## src/rtl/avst_gen_pack.sv

```systemverilog
// rtl/avst_gen_pack.sv - shared Avalon-ST generator/checker constants, FSM state type and pattern function
package avst_gen_pack;

    localparam int SYMBOL_WIDTH = 8;

    typedef enum logic [1:0] {
        IDLE,
        SEND,
        GAP
    } gen_state_e;

    // Byte at offset b of packet p; the sink checker regenerates the same sequence.
    function automatic logic [SYMBOL_WIDTH-1:0] pattern_byte(input logic [31:0] p, input logic [31:0] b);
        return SYMBOL_WIDTH'(p + b);
    endfunction

endpackage

```

## src/rtl/avalon_st_if.sv

```systemverilog
// rtl/avalon_st_if.sv - Avalon-ST valid/ready packet interface with sop/eop/empty framing
interface avalon_st_if #(
    parameter int DATA_WIDTH = 32
);
    localparam int SYMBOLS = DATA_WIDTH / 8;
    localparam int EMPTY_W = (SYMBOLS > 1) ? $clog2(SYMBOLS) : 1;

    logic [DATA_WIDTH-1:0] data;
    logic [EMPTY_W-1:0]    empty;
    logic                  sop;
    logic                  eop;
    logic                  vld;
    logic                  rdy;

    modport master (output data, empty, sop, eop, vld, input rdy);
    modport slave  (input data, empty, sop, eop, vld, output rdy);

endinterface

```

## src/rtl/avst_pkt_gen_word_formatter.sv

```systemverilog
// rtl/avst_pkt_gen_word_formatter.sv - combinational builder of one pattern word with eop/empty framing
module avst_pkt_gen_word_formatter
    import avst_gen_pack::*;
#(
    parameter int DATA_WIDTH = 32,
    parameter int LEN_WIDTH  = 16,
    parameter int CNT_WIDTH  = 16,
    parameter int EMPTY_W    = 2
) (
    input  logic [CNT_WIDTH-1:0]  pkt_idx,
    input  logic [LEN_WIDTH-1:0]  word_off,
    input  logic [LEN_WIDTH-1:0]  remaining,
    output logic [DATA_WIDTH-1:0] data,
    output logic [EMPTY_W-1:0]    empty,
    output logic                  eop
);
    localparam int SYMBOLS = DATA_WIDTH / SYMBOL_WIDTH;

    // Lane 0 is the most-significant byte; lanes past the packet end stay zero.
    always_comb begin
        data = '0;
        for (int i = 0; i < SYMBOLS; i++) begin
            if (32'(remaining) > 32'(i)) begin
                data[DATA_WIDTH-1-SYMBOL_WIDTH*i -: SYMBOL_WIDTH] =
                    pattern_byte(32'(pkt_idx), 32'(word_off) + 32'(i));
            end
        end
        eop   = (32'(remaining) <= 32'(SYMBOLS));
        empty = eop ? EMPTY_W'(32'(SYMBOLS) - 32'(remaining)) : '0;
    end

endmodule

```

## src/rtl/avst_pkt_gen.sv

```systemverilog
// rtl/avst_pkt_gen.sv - Avalon-ST pattern packet source; AVST_PKT_GEN_ERR_INJECT_EN adds periodic eop error flagging
module avst_pkt_gen
    import avst_gen_pack::*;
#(
    parameter int LEN_WIDTH = 16,
    parameter int CNT_WIDTH = 16,
    parameter int IPG_WIDTH = 8
) (
    input  logic                 clk,
    input  logic                 rst_n,
    input  logic                 start,
    input  logic [LEN_WIDTH-1:0] pkt_len,
    input  logic [CNT_WIDTH-1:0] pkt_num,
    input  logic [IPG_WIDTH-1:0] ipg,
    avalon_st_if.master          src,
    output logic                 out_error,
    output logic                 busy,
    output logic                 done,
    output logic [CNT_WIDTH-1:0] sent_cnt
`ifdef AVST_PKT_GEN_ERR_INJECT_EN
    ,
    input  logic [CNT_WIDTH-1:0] err_every
`endif
);
    localparam int DW      = $bits(src.data);
    localparam int SYMBOLS = DW / SYMBOL_WIDTH;
    localparam int EMPTY_W = $bits(src.empty);

    gen_state_e           state_q, state_d;
    logic [LEN_WIDTH-1:0] len_q, len_d, off_q, off_d;
    logic [CNT_WIDTH-1:0] num_q, num_d, idx_q, idx_d, sent_q, sent_d;
    logic [IPG_WIDTH-1:0] ipg_q, ipg_d, gap_q, gap_d;
    logic                 vld_q, vld_d, sop_q, sop_d, done_q, done_d;
    logic [DW-1:0]        data_q, data_d;
    logic [EMPTY_W-1:0]   empty_q, empty_d;
    logic                 eop_q, eop_d;
    logic                 load, clr;

    logic [DW-1:0]        fmt_data;
    logic [EMPTY_W-1:0]   fmt_empty;
    logic                 fmt_eop;

`ifdef AVST_PKT_GEN_ERR_INJECT_EN
    logic [CNT_WIDTH-1:0] mod_q, mod_d, mod_nx;
    logic                 err_q, err_d;
    assign mod_nx = (mod_q + 1'b1 >= err_every) ? '0 : mod_q + 1'b1;
`endif

    // Formatter sees the next-state counters so the output register loads the upcoming word.
    avst_pkt_gen_word_formatter #(
        .DATA_WIDTH(DW),
        .LEN_WIDTH (LEN_WIDTH),
        .CNT_WIDTH (CNT_WIDTH),
        .EMPTY_W   (EMPTY_W)
    ) u_fmt (
        .pkt_idx  (idx_d),
        .word_off (off_d),
        .remaining(len_d - off_d),
        .data     (fmt_data),
        .empty    (fmt_empty),
        .eop      (fmt_eop)
    );

    always_comb begin
        state_d = state_q;
        len_d   = len_q;
        num_d   = num_q;
        ipg_d   = ipg_q;
        idx_d   = idx_q;
        off_d   = off_q;
        gap_d   = gap_q;
        sent_d  = sent_q;
        vld_d   = vld_q;
        sop_d   = sop_q;
        done_d  = 1'b0;
        load    = 1'b0;
        clr     = 1'b0;
`ifdef AVST_PKT_GEN_ERR_INJECT_EN
        mod_d   = mod_q;
`endif
        unique case (state_q)
            IDLE: begin
                if (start && (pkt_len != '0) && (pkt_num != '0)) begin
                    len_d   = pkt_len;
                    num_d   = pkt_num;
                    ipg_d   = ipg;
                    sent_d  = '0;
                    idx_d   = '0;
                    off_d   = '0;
                    load    = 1'b1;
                    vld_d   = 1'b1;
                    sop_d   = 1'b1;
                    state_d = SEND;
`ifdef AVST_PKT_GEN_ERR_INJECT_EN
                    mod_d   = '0;
`endif
                end
            end
            SEND: begin
                if (vld_q && src.rdy) begin
                    if (eop_q) begin
                        sent_d = sent_q + 1'b1;
                        if (sent_d == num_q) begin
                            state_d = IDLE;
                            vld_d   = 1'b0;
                            sop_d   = 1'b0;
                            clr     = 1'b1;
                            done_d  = 1'b1;
                        end else begin
                            idx_d = idx_q + 1'b1;
                            off_d = '0;
`ifdef AVST_PKT_GEN_ERR_INJECT_EN
                            mod_d = mod_nx;
`endif
                            if (ipg_q == '0) begin
                                load  = 1'b1;
                                sop_d = 1'b1;
                            end else begin
                                state_d = GAP;
                                gap_d   = ipg_q;
                                vld_d   = 1'b0;
                                sop_d   = 1'b0;
                            end
                        end
                    end else begin
                        off_d = off_q + LEN_WIDTH'(SYMBOLS);
                        load  = 1'b1;
                        sop_d = 1'b0;
                    end
                end
            end
            GAP: begin
                gap_d = gap_q - 1'b1;
                if (gap_q == IPG_WIDTH'(1)) begin
                    load    = 1'b1;
                    vld_d   = 1'b1;
                    sop_d   = 1'b1;
                    state_d = SEND;
                end
            end
            default: state_d = IDLE;
        endcase
    end

    always_comb begin
        data_d  = data_q;
        empty_d = empty_q;
        eop_d   = eop_q;
`ifdef AVST_PKT_GEN_ERR_INJECT_EN
        err_d   = err_q;
`endif
        if (load) begin
            data_d  = fmt_data;
            empty_d = fmt_empty;
            eop_d   = fmt_eop;
`ifdef AVST_PKT_GEN_ERR_INJECT_EN
            err_d   = fmt_eop && (err_every != '0) && (mod_d == err_every - 1'b1);
`endif
        end else if (clr) begin
            data_d  = '0;
            empty_d = '0;
            eop_d   = 1'b0;
`ifdef AVST_PKT_GEN_ERR_INJECT_EN
            err_d   = 1'b0;
`endif
        end
    end

    always_ff @(posedge clk) begin
        if (!rst_n) begin
            state_q <= IDLE;
            len_q   <= '0;
            num_q   <= '0;
            ipg_q   <= '0;
            idx_q   <= '0;
            off_q   <= '0;
            gap_q   <= '0;
            sent_q  <= '0;
            vld_q   <= 1'b0;
            sop_q   <= 1'b0;
            done_q  <= 1'b0;
            data_q  <= '0;
            empty_q <= '0;
            eop_q   <= 1'b0;
`ifdef AVST_PKT_GEN_ERR_INJECT_EN
            mod_q   <= '0;
            err_q   <= 1'b0;
`endif
        end else begin
            state_q <= state_d;
            len_q   <= len_d;
            num_q   <= num_d;
            ipg_q   <= ipg_d;
            idx_q   <= idx_d;
            off_q   <= off_d;
            gap_q   <= gap_d;
            sent_q  <= sent_d;
            vld_q   <= vld_d;
            sop_q   <= sop_d;
            done_q  <= done_d;
            data_q  <= data_d;
            empty_q <= empty_d;
            eop_q   <= eop_d;
`ifdef AVST_PKT_GEN_ERR_INJECT_EN
            mod_q   <= mod_d;
            err_q   <= err_d;
`endif
        end
    end

    assign src.data  = data_q;
    assign src.empty = empty_q;
    assign src.sop   = sop_q;
    assign src.eop   = eop_q;
    assign src.vld   = vld_q;
`ifdef AVST_PKT_GEN_ERR_INJECT_EN
    assign out_error = err_q;
`else
    assign out_error = 1'b0;
`endif
    assign busy      = (state_q != IDLE);
    assign done      = done_q;
    assign sent_cnt  = sent_q;

endmodule

```

## src/flat_wrapper.sv

```systemverilog
// flat-port wrapper written by rule: the top's interface ports become plain ports
module avst_pkt_gen_flat import avst_gen_pack::*;
#(
    parameter int LEN_WIDTH = 16,
    parameter int CNT_WIDTH = 16,
    parameter int IPG_WIDTH = 8
)
  (clk, rst_n, start, pkt_len, pkt_num, ipg, out_error, busy, done, sent_cnt, src_data, src_empty, src_sop, src_eop, src_vld, src_rdy);
  avalon_st_if #(.DATA_WIDTH(32)) src_i ();
  input  logic clk;
  input  logic rst_n;
  input  logic start;
  input  logic [LEN_WIDTH-1:0] pkt_len;
  input  logic [CNT_WIDTH-1:0] pkt_num;
  input  logic [IPG_WIDTH-1:0] ipg;
  output logic out_error;
  output logic busy;
  output logic done;
  output logic [CNT_WIDTH-1:0] sent_cnt;
  output wire logic [$bits(src_i.data)-1:0] src_data;
  output wire logic [$bits(src_i.empty)-1:0] src_empty;
  output wire logic [$bits(src_i.sop)-1:0] src_sop;
  output wire logic [$bits(src_i.eop)-1:0] src_eop;
  output wire logic [$bits(src_i.vld)-1:0] src_vld;
  input wire logic [$bits(src_i.rdy)-1:0] src_rdy;
  assign src_data = src_i.data;
  assign src_empty = src_i.empty;
  assign src_sop = src_i.sop;
  assign src_eop = src_i.eop;
  assign src_vld = src_i.vld;
  assign src_i.rdy = src_rdy;
  avst_pkt_gen #(.LEN_WIDTH(LEN_WIDTH), .CNT_WIDTH(CNT_WIDTH), .IPG_WIDTH(IPG_WIDTH)) u_core (.clk(clk), .rst_n(rst_n), .start(start), .pkt_len(pkt_len), .pkt_num(pkt_num), .ipg(ipg), .src(src_i), .out_error(out_error), .busy(busy), .done(done), .sent_cnt(sent_cnt));
endmodule
```

## config.mk

```make
export PLATFORM = sky130hd
export DESIGN_NAME = avst_pkt_gen_flat
export DESIGN_NICKNAME = d
export VERILOG_FILES = /design/src/rtl/avst_gen_pack.sv /design/src/rtl/avalon_st_if.sv /design/src/rtl/avst_pkt_gen_word_formatter.sv /design/src/rtl/avst_pkt_gen.sv /design/src/flat_wrapper.sv
export SDC_FILE = /design/constraint.sdc
export NUM_CORES = 1
export LEC_CHECK = 0
export ABC_CLOCK_PERIOD_IN_PS = 9400
export CORE_AREA = 2 2 159 146
export DETAILED_ROUTE_END_ITERATION = 10
export DIE_AREA = 0 0 161 148
export GPL_TIMING_DRIVEN = 0
export PLACE_DENSITY = 0.6
export SLEW_MARGIN = 5
export SYNTH_ARGS = -nofsm -noshare
export SYNTH_HDL_FRONTEND = slang
export SYNTH_HIERARCHICAL = 1
export SYNTH_SLANG_ARGS = --single-unit
```

## constraint.sdc

```tcl
create_clock -name clk -period 9.4 [get_ports clk]
set_input_delay 1.41 -clock clk [delete_from_list [all_inputs] [get_ports clk]]
set_output_delay 1.41 -clock clk [all_outputs]
set_load 0.1 [all_outputs]
```

==> results by group, run 1 <==
Outcome
  – Status: complete, no violations

Die
  – Die ar.: 23800 sq um
  – Core area: 22100 sq um
  – Row count: 52
  – Die Y: 148 um
  – I/O pin count: 100
  – Chip Width: 161 um
  – Initial Util: 37.3%

Worst setup path
  – Crit path buf inv count: 4
  – Max stage delay on crit path: 0.66 ns
  – Critical path's top delay family: simple AND/OR/NAND/NOR gates
  – CP Launch Type: primary input
  – Max FO, Critical Path: 10
  – Slowest-stage cell, CP: nor2_1
  – CP endpoint kind: flip-flop
  – Worst EP required: a little under 10 ns
  – CP arrival: 8.11 ns
  – Critical path type: in2reg

STA
  – Hold slack: 0.465 ns
  – Final setup viols: 0
  – Final Max Tran Viols: 0
  – Clk_skew: about 0.02 ns
  – Final Cycle Share: 82.5%
  – Worst-margin pin slew: 1.01 ns
  – Hold Vio Cnt, Final: 0
  – Sum of negative setup slack: 0 ns
  – Max_slew headroom: 32.4%
  – Slack of the critical path: 1.64 ns
  – RSZ-0062 raised after global routing: no
  – Fmax: ~130 MHz
  – Final Critical Period: ~7.8 ns

Drt
  – WL met1: 12.5 mm
  – Vias: 8055
  – DRC violations left: 0
  – Final wirelength: 24.3 mm
  – Iteration-0 DRC Markers: between 600 and 700
  – WL/cell: 15.9 um
  – Pre-antenna DRT Iters: 5
  – DR WL met3: around 1.3 mm
  – Via density: 5.28
  – DR WL met2: 10.2 mm
  – Top Layer Used: met4
  – Final ANT Viol Nets: 0

Place
  – DP HPWL: 18.7 mm
  – PortBufs: between 90 and 100
  – Worst slack at placement: 1.31 ns
  – Cells after DPL: 1495
  – Final GP Congestion: 0.908

Clock tree
  – CTS Hold Bufs: 0
  – CTS max path bufs: 2
  – Post-CTS Setup Inserts: 0
  – CTS root buf: clkbuf_16
  – Clk Latency, worst-skew pair: ~0.43 ns
  – Clock-pin slew on the worst setup and hold paths: 0.06 ns
  – CTS tree: done
  – Post-cts sizing count: 0
  – Clk sinks: approximately 130
  – CTS Buf Count: 17
  – # H-tree levels: 4

Power
  – Reg power frac: 37.0%
  – Pwr Density: 152 nW/um^2
  – Internal power: 1090 uW
  – Combinational fraction of design power: between 10% and 20%
  – Pleak: slightly below 0.004 uW
  – Clock power share: 44.5%
  – Switch Pwr: 463 uW
  – Maximum vdd drop: 0.112 mV
  – Switching part of the total power: 29.8%
  – Pwr Total: 1550 uW

Global route
  – Vias in the first global route: 7327
  – Initial antenna violation count: 0
  – Gr ovfl total: 0
  – First-pass GRT wire length: 39.1 mm
  – Gr usage total: 20.5%
  – Largest net degree at the start of global routing: 17

Run
  – Max Cap Violations: 0

Cells and area
  – Share of layout cells above drive strength 1: 6.50%
  – Commonest non-fill, non-tap cells in the layout: 149 x nand2_1, 128 x dfxtp_1, 110 x a21oi_1, 98 x clkdlybuf4s50_1, 86 x nor2_1
  – FILL cells: 2246
  – Multi-input gate area: 5240 sq um
  – Non-Filler Instances: 1527
  – Final #Nets: 1307
  – P&R area growth vs syn: 23.7%
  – Commonest non-fill, non-tap cell in the layout: nand2_1
  – FF+latch area: 2560 sq um
  – N_diodes: 0

Synthesis
  – Syn Nets: 1190
  – Post-Synthesis Cells: 1100
  – Yosys warns: 6
  – Avg Inst Size Synth: 7.51 sq um
  – Cell Area, Synth: between 8000 and 9000 sq um

Hold path
  – Hold Path Class: reg2reg
per-stage QoR:
step / cell area (sq um) / utilization (%)
after floorplan: 8260 / -
after global placement: 9610 / 43.5
after global routing: 10200 / 46.2
after CTS: 10200 / 46.2
after detailed placement: 9610 / 43.5
final: 10200 / 46.2
worst register-to-register path: cells and delay by family (launching register included):
kind | cells | cell delay, ns
AO/OA/AOI/OAI | 10 | 2.18
AND/OR/NAND/NOR | 15 | 3.42
adder cells (fa/ha/maj) | 3 | 0.92
flip-flops | 1 | 0.40
buffers and inverters | 3 | 0.61
worst paths after layout:
path | cells after the start | endpoint | slack [ns] | start
worst min register to register | 2 | u_core/src.data[4] | 0.47 | u_core/src.data[4]
worst max-delay path | 28 | u_core/src.data[26] | 1.64 | pkt_num[15]
worst max register to register | 31 | u_core/src.data[26] | 1.82 | u_core/sent_cnt[0]
worst min-delay path | 2 | u_core/src.data[4] | 0.47 | u_core/src.data[4]
routing by layer:
layer	track usage, %	vias up
met5	0	-
met4	5.09	0
met3	3.14	16
met2	29.9	187
met1	31.4	3801
li1	-	4051
layout make-up:
type                            instances  area share [%]
Multi-Input combinational cell        863            51.2
Tap cell                              297            3.63
Clock inverter                         14            1.76
Timing Repair Buffer                   98            9.59
Sequential cell                       128            25.1
Buffer                                 62            2.78
Clock buffer                           18            4.20
Inverter                               47            1.73
power groups by stage:
stage	sequential, uW	clock, uW	combinational (uW)
floorplan	606	0	178
global placement	586	0	284
detailed placement	586	0	286
CTS	574	700	287
global route	576	726	315
finish	574	690	288
registers in the layout, summed over array words and instances, names as in the netlist, 2 cells and up:
name,cells
u_core/sent_cnt,16
u_core/off_q,16
u_core/num_q,16
u_core/state_q,2
u_core/idx_q,8
u_core/gap_q,8
u_core/ipg_q,8
u_core/src.data,32
u_core/len_q,16
u_core/src.empty,2
Note: power is estimated with default switching activity, not from simulation.
==> inputs of run 2 (changes only) <==
Settings changed: ABC_CLOCK_PERIOD_IN_PS 9400 to 6350, PLACE_DENSITY 0.6 to 0.62.
Clock period 9.4 ns to 6.35 ns, I/O delays scaled along.
==> run 2 against run 1 <==
  * Hold slack lost 0.0023 ns
  * Setup slack lost 1.5 ns
  * Clock skew shrank 0.0082 ns
  * Count of clock-buffer cells in the layout grew 1
  * Total power grew 48%
  * Largest power group unchanged
  * Die area is the same
  * Register-to-register slack lost 1.6 ns
  * Non-clock buffer count grew 12
  * Combinational power grew 67%
  * Critical endpoint is now u_core/src.data[25]
  * Sequential share of layout area shrank 0.59 points
==> results by group, run 2 (synthesis results as in run 1) <==
Outcome
  – Status: complete, no violations

Clock tree
  – CTS Buf Count: 17 (unchanged)
  – CTS tree: done
  – Clk Latency, worst-skew pair: 0.42 ns (about the same)
  – Clk sinks: 128 (unchanged)
  – CTS root buf: clkbuf_16
  – # H-tree levels: 4 (unchanged)
  – CTS max path bufs: 2 (unchanged)
  – Clock-pin slew on the worst setup and hold paths: 0.06 ns (about the same)

STA
  – Sum of negative setup slack: 0 ns (unchanged)
  – Max_slew headroom: 32.0% (-0.47 points)
  – Final Critical Period: 6.17 ns
  – Worst-margin pin slew: 1.02 ns (+0.00703 ns)
  – Fmax: 162 MHz
  – Final Cycle Share: 97.1%
  – Final setup viols: 0 (unchanged)
  – Clk_skew: 0.0118 ns (-0.00822 ns)
  – Final Max Tran Viols: 0 (unchanged)
  – Hold Vio Cnt, Final: 0 (unchanged)

Worst setup path
  – CP Launch Type: flip-flop
  – CP endpoint kind: flip-flop
  – Critical path's top delay family: simple AND/OR/NAND/NOR gates
  – CP arrival: 6.46 ns (-1.65 ns)
  – Crit path buf inv count: 3 (-1)
  – Critical path type: reg2reg
  – Max stage delay on crit path: 0.57 ns (-0.09 ns)
  – Max FO, Critical Path: 10 (unchanged)
  – Worst EP required: 6.64 ns (-3.12 ns)
  – Slowest-stage cell, CP: or4_4

Power
  – Maximum vdd drop: 0.166 mV (+48%)
  – Pleak: 0.00402 uW (+3.9%)
  – Pwr Density: 215 nW/um^2 (+42%)

Die
  – Core area: 22100 sq um (unchanged)
  – Chip Width: 161 um (unchanged)
  – Die Y: 148 um (unchanged)
  – Die ar.: 23800 sq um (unchanged)
  – Row count: 52 (unchanged)
  – I/O pin count: 100 (unchanged)
  – Initial Util: 37.3% (unchanged)

Place
  – DP HPWL: 19.1 mm (+2.0%)
  – Final GP Congestion: 0.931 (+2.5%)
  – PortBufs: 98 (unchanged)
  – Area after DPL: 9660 sq um (+0.49%)

Cells and area
  – Largest register FFs: 32 (unchanged)
  – FF+latch area: 2600 sq um (+1.6%)
  – Commonest non-fill, non-tap cell in the layout: nand2_1
  – P&R area growth vs syn: 28.8%
  – FILL cells: 2222 (-1.1%)
  – Share of layout cells above drive strength 1: 12.0% (+5.5 points)
  – Final #Nets: 1319 (+0.92%)
  – Commonest non-fill, non-tap cells in the layout: 149 x nand2_1, 113 x dfxtp_1, 106 x a21oi_1, 98 x clkdlybuf4s50_1, 84 x nor2_1
  – Final instance area: 10600 sq um (+4.1%)
  – Post-layout util: 48.1% (+1.9 points)
  – Multi-input gate area: 5520 sq um (+5.4%)

Drt
  – Final ANT Viol Nets: 0 (unchanged)
  – Vias: 8185 (+1.6%)
  – DR WL met2: 11.0 mm (+7.4%)
  – WL met1: 12.7 mm (+1.5%)
  – DRC violations left: 0 (unchanged)
  – WL/cell: 16.4 um (+3.4%)
  – DR WL met3: 1.22 mm (-6.0%)
  – Iteration-0 DRC Markers: 560 (-12%)
  – Via density: 5.31 (+0.76%)
  – Final wirelength: 25.3 mm (+4.2%)
  – Pre-antenna DRT Iters: 5 (unchanged)
  – Top Layer Used: met4

Run
  – Max Cap Violations: 0 (unchanged)

Hold path
  – Hold Path Class: reg2reg

Global route
  – Initial antenna violation count: 1 (+1)
  – Vias in the first global route: 7503 (+2.4%)
  – Gr usage total: 21.0% (+0.53 points)
  – Gr ovfl total: 0 (unchanged)
  – First-pass GRT wire length: 39.8 mm (+1.7%)
  – Largest net degree at the start of global routing: 17 (unchanged)
==> run 2: cell types whose count changed in the layout (fill, tap and decap cells not counted), moves of 5 or more <==
cell	before	now
buf_4	6	21
dfxtp_1	128	113
o21ai_0	52	47
dfxtp_4	0	9
dfxtp_2	0	6
==> run 2: per-layer routing <==
metal / vias up / GRT usage [%]
li1: 4090 / -
met1: 3839 / 30.7
met2: 221 / 31.6
met3: 35 / 3.79
met4: 0 / 6.25
met5: - / 0
==> run 2: final timing paths <==
path	start	to	slack (ns)	depth (start not counted)
worst min register to register	u_core/src.data[2]	u_core/src.data[2]	0.46	2
worst max-delay path	u_core/sent_cnt[0]	u_core/src.data[25]	0.18	28
worst max register to register	u_core/sent_cnt[0]	u_core/src.data[25]	0.18	28
worst min-delay path	u_core/src.data[2]	u_core/src.data[2]	0.46	2
==> run 2: report_power, final <==
part,switching (uW),internal [uW]
logic,295,187
clock network,383,579
registers,20.9,826
total,699,1590
==> run 2: area by class of cell <==
type                            count  area share [%]
Antenna cell                        1          0.0235
Buffer                             58            2.72
Clock buffer                       19            4.07
Clock inverter                     13            1.31
Inverter                           47            1.66
Multi-Input combinational cell    863            51.9
Sequential cell                   128            24.5
Tap cell                          297            3.49
Timing Repair Buffer              114            10.3
==> run 2: what timing repair did <==
| action | CTS | global route |
|---|---|---|
| buffers inserted | 7 | 9 |
| pin swaps | 9 | 20 |
| gates cloned | 0 | 0 |
| hold buffers | 0 | 0 |
| resized for setup | 45 | 33 |
| endpoints found under the setup margin | 35 | 34 |
==> run 2: metrics by stage <==
step / std cells / worst slack [ns] / hold slack [ns] / total power (uW)
after floorplan: 1100 / 0.0127 / 0.441 / 1160
after global placement: 1495 / -1.26 / 0.456 / 1280
after detailed placement: 1495 / -1.32 / 0.459 / 1290
after CTS: 1532 / 0.0112 / 0.467 / 2270
after global routing: 1540 / -0.0512 / 0.484 / 2380
final: 1540 / 0.182 / 0.463 / 2290
==> run 2: worst min-delay path, cell delays in order (launching register included) <==
cell and delay (ns):
dfxtp_1 0.31, nand3_1 0.06, a21oi_1 0.05
==> inputs of run 3 (changes only) <==
Settings changed: REMOVE_ABC_BUFFERS from default to 1.
==> run 3 against run 2 <==
  * Routed wire length is 11% lower
  * Utilization is 0.85 points lower
  * Critical path depth shrank 1
  * Setup slack better by 0.068 ns
  * Register-to-register slack better by 0.09 ns
==> results by group, run 3 (synthesis results as in run 1) <==
Outcome
  – Status: complete, no violations

Clock tree
  – Clock-pin slew on the worst setup and hold paths: 0.06 ns (about the same)
  – Clk sinks: 128 (unchanged)
  – CTS tree: done
  – CTS Buf Count: 17 (unchanged)
  – CTS max path bufs: 2 (unchanged)
  – # H-tree levels: 4 (unchanged)
  – CTS root buf: clkbuf_16
  – CTS Hold Bufs: 0 (unchanged)
  – Clk Latency, worst-skew pair: 0.42 ns (about the same)

Drt
  – DRC violations left: 0 (unchanged)
  – Final wirelength: 22.5 mm (-11%)
  – Via density: 5.25 (-1.3%)
  – DR WL met2: 10.5 mm (-4.1%)
  – Pre-antenna DRT Iters: 5 (unchanged)
  – Top Layer Used: met4
  – WL/cell: 15.2 um (-7.8%)
  – DR WL met3: 1.00 mm (-18%)
  – WL met1: 10.6 mm (-16%)
  – Final ANT Viol Nets: 0 (unchanged)
  – Iteration-0 DRC Markers: 422 (-25%)
  – Vias: 7768 (-5.1%)

Worst setup path
  – Max FO, Critical Path: 33 (+23)
  – Critical path type: in2reg
  – R2r startpoint: u_core/sent_cnt[2]
  – Max stage delay on crit path: 0.46 ns (-0.11 ns)
  – Reg2reg end: u_core/src.data[30]
  – Worst EP required: 6.67 ns (+0.03 ns)
  – Reg2Reg Depth: 28 (unchanged)
  – FF-to-FF setup slack: 0.27 ns (+0.09 ns)
  – CP endpoint kind: flip-flop
  – Critical path's top delay family: simple AND/OR/NAND/NOR gates
  – CP Launch Type: primary input
  – Crit path buf inv count: 3 (unchanged)
  – CP arrival: 6.42 ns (-0.04 ns)
  – Slowest-stage cell, CP: clkdlybuf4s50_1

Hold path
  – Hold Path Class: reg2reg
  – Critical hold path startpoint: u_core/src.data[19]
  – Hold Path Depth: 2 (unchanged)
  – WHS Endpoint: u_core/src.data[19]

STA
  – Worst-margin pin slew: 1.11 ns (+0.0972 ns)
  – Hold Vio Cnt, Final: 0 (unchanged)
  – Clk_skew: 0.00942 ns (-0.00234 ns)
  – Final Cycle Share: 96.1% (-1.1 points)
  – Final Critical Period: 6.10 ns (-0.0675 ns)
  – Final setup viols: 0 (unchanged)
  – Fmax: 164 MHz (+1.1%)
  – Max_slew headroom: 25.5% (-6.5 points)
  – Final Max Tran Viols: 0 (unchanged)

Die
  – Core area: 22100 sq um (unchanged)
  – Row count: 52 (unchanged)
  – Chip Width: 161 um (unchanged)
  – Die Y: 148 um (unchanged)
  – Die ar.: 23800 sq um (unchanged)
  – Initial Util: 37.3% (unchanged)
  – I/O pin count: 100 (unchanged)

Cells and area
  – Non-Filler Instances: 1481 (-3.8%)
  – Commonest non-fill, non-tap cell in the layout: nand2_1
  – FILL cells: 2243 (+0.95%)
  – N_diodes: 0 (-1)
  – Final instance area: 10500 sq um (-1.8%)
  – Commonest non-fill, non-tap cells in the layout: 148 x nand2_1, 114 x dfxtp_1, 107 x a21oi_1, 98 x clkdlybuf4s50_1, 84 x nor2_1
  – P&R area growth vs syn: 26.5%
  – Final #Nets: 1262 (-4.3%)
  – Largest register FFs: 32 (unchanged)
  – Share of layout cells above drive strength 1: 10.9% (-1.1 points)

Power
  – Maximum vdd drop: 0.142 mV (-14%)
  – Pleak: 0.00393 uW (-2.2%)
  – Pwr Density: 226 nW/um^2 (+4.9%)
  – Pwr Total: 2360 uW (+3.0%)

Run
  – Max Cap Violations: 0 (unchanged)

Global route
  – Gr usage total: 19.0% (-2.0 points)
  – Largest net degree at the start of global routing: 100 (+83)
  – Gr ovfl total: 0 (unchanged)
  – First-pass GRT wire length: 36.6 mm (-7.8%)
  – Initial antenna violation count: 0 (-1)
  – Vias in the first global route: 7206 (-4.0%)

Place
  – Area after DPL: 9410 sq um (-2.6%)
  – Cells after DPL: 1436 (-3.9%)
  – DP HPWL: 15.5 mm (-19%)
  – PortBufs: 98 (unchanged)
  – Final GP Congestion: 0.880 (-5.4%)
-- run 3: tightest hold or removal path, delay by kind of cell (launching register included) --
| family | cells | cell delay, ns |
|---|---|---|
| flip-flops | 1 | 0.30 |
| AND/OR/NAND/NOR | 1 | 0.06 |
| AO/OA/AOI/OAI | 1 | 0.05 |
-- run 3: how the worst max path moves through the flow --
stage,slack [ns],startpoint,endpoint,cells after the start
floorplan,-0.57,u_core/sent_cnt[0],u_core/src.data[30],30
global placement,-2.56,pkt_len[15],u_core/src.data[29],25
detailed placement,-1.42,pkt_len[4],u_core/src.data[29],26
CTS,0.002,pkt_len[4],u_core/src.data[30],27
global route,-0.007,u_core/sent_cnt[0],u_core/src.data[29],26
finish,0.25,pkt_len[5],u_core/src.data[30],27
-- run 3: layout make-up --
type	count	area, sq um	share of cell area [%]
Sequential cell	128	2600	24.9
Clock buffer	20	447	4.27
Multi-Input combinational cell	864	5540	53.0
Inverter	47	181	1.74
Tap cell	297	372	3.56
Timing Repair Buffer	114	1130	10.8
Clock inverter	11	188	1.80
-- run 3: through the flow --
stage                     setup slack (ns)  setup TNS, ns  hold WS, ns  utilization [%]
after floorplan                     -0.574         -12.47        0.441                -
after global placement               -2.56         -82.96        0.454             42.2
after detailed placement             -1.42         -43.67        0.459             42.5
after CTS                          0.00161              0        0.467             46.4
after global routing              -0.00685        -0.0100        0.478             47.2
final                                0.250              0        0.463             47.2
-- run 3: what timing repair did --
action                                  CTS  global route
hold endpoints to repair                  0             0
pin swaps                                11            16
gates resized for setup                  53            31
endpoints found under the setup margin   35            33
buffers inserted                          6             7
cloned                                    1             0
-- run 3: where the power goes --
| group | internal (uW) | total (uW) | switching (uW) |
|---|---|---|---|
| clock network | 702 | 1070 | 364 |
| logic | 173 | 449 | 276 |
| registers | 827 | 845 | 18.0 |
-- run 3: layer usage --
layer  up-vias  track usage (%)
met5         -                0
met2       152             30.8
met1      3627             26.0
li1       3971                -
met3        18             3.40
met4         0             5.45
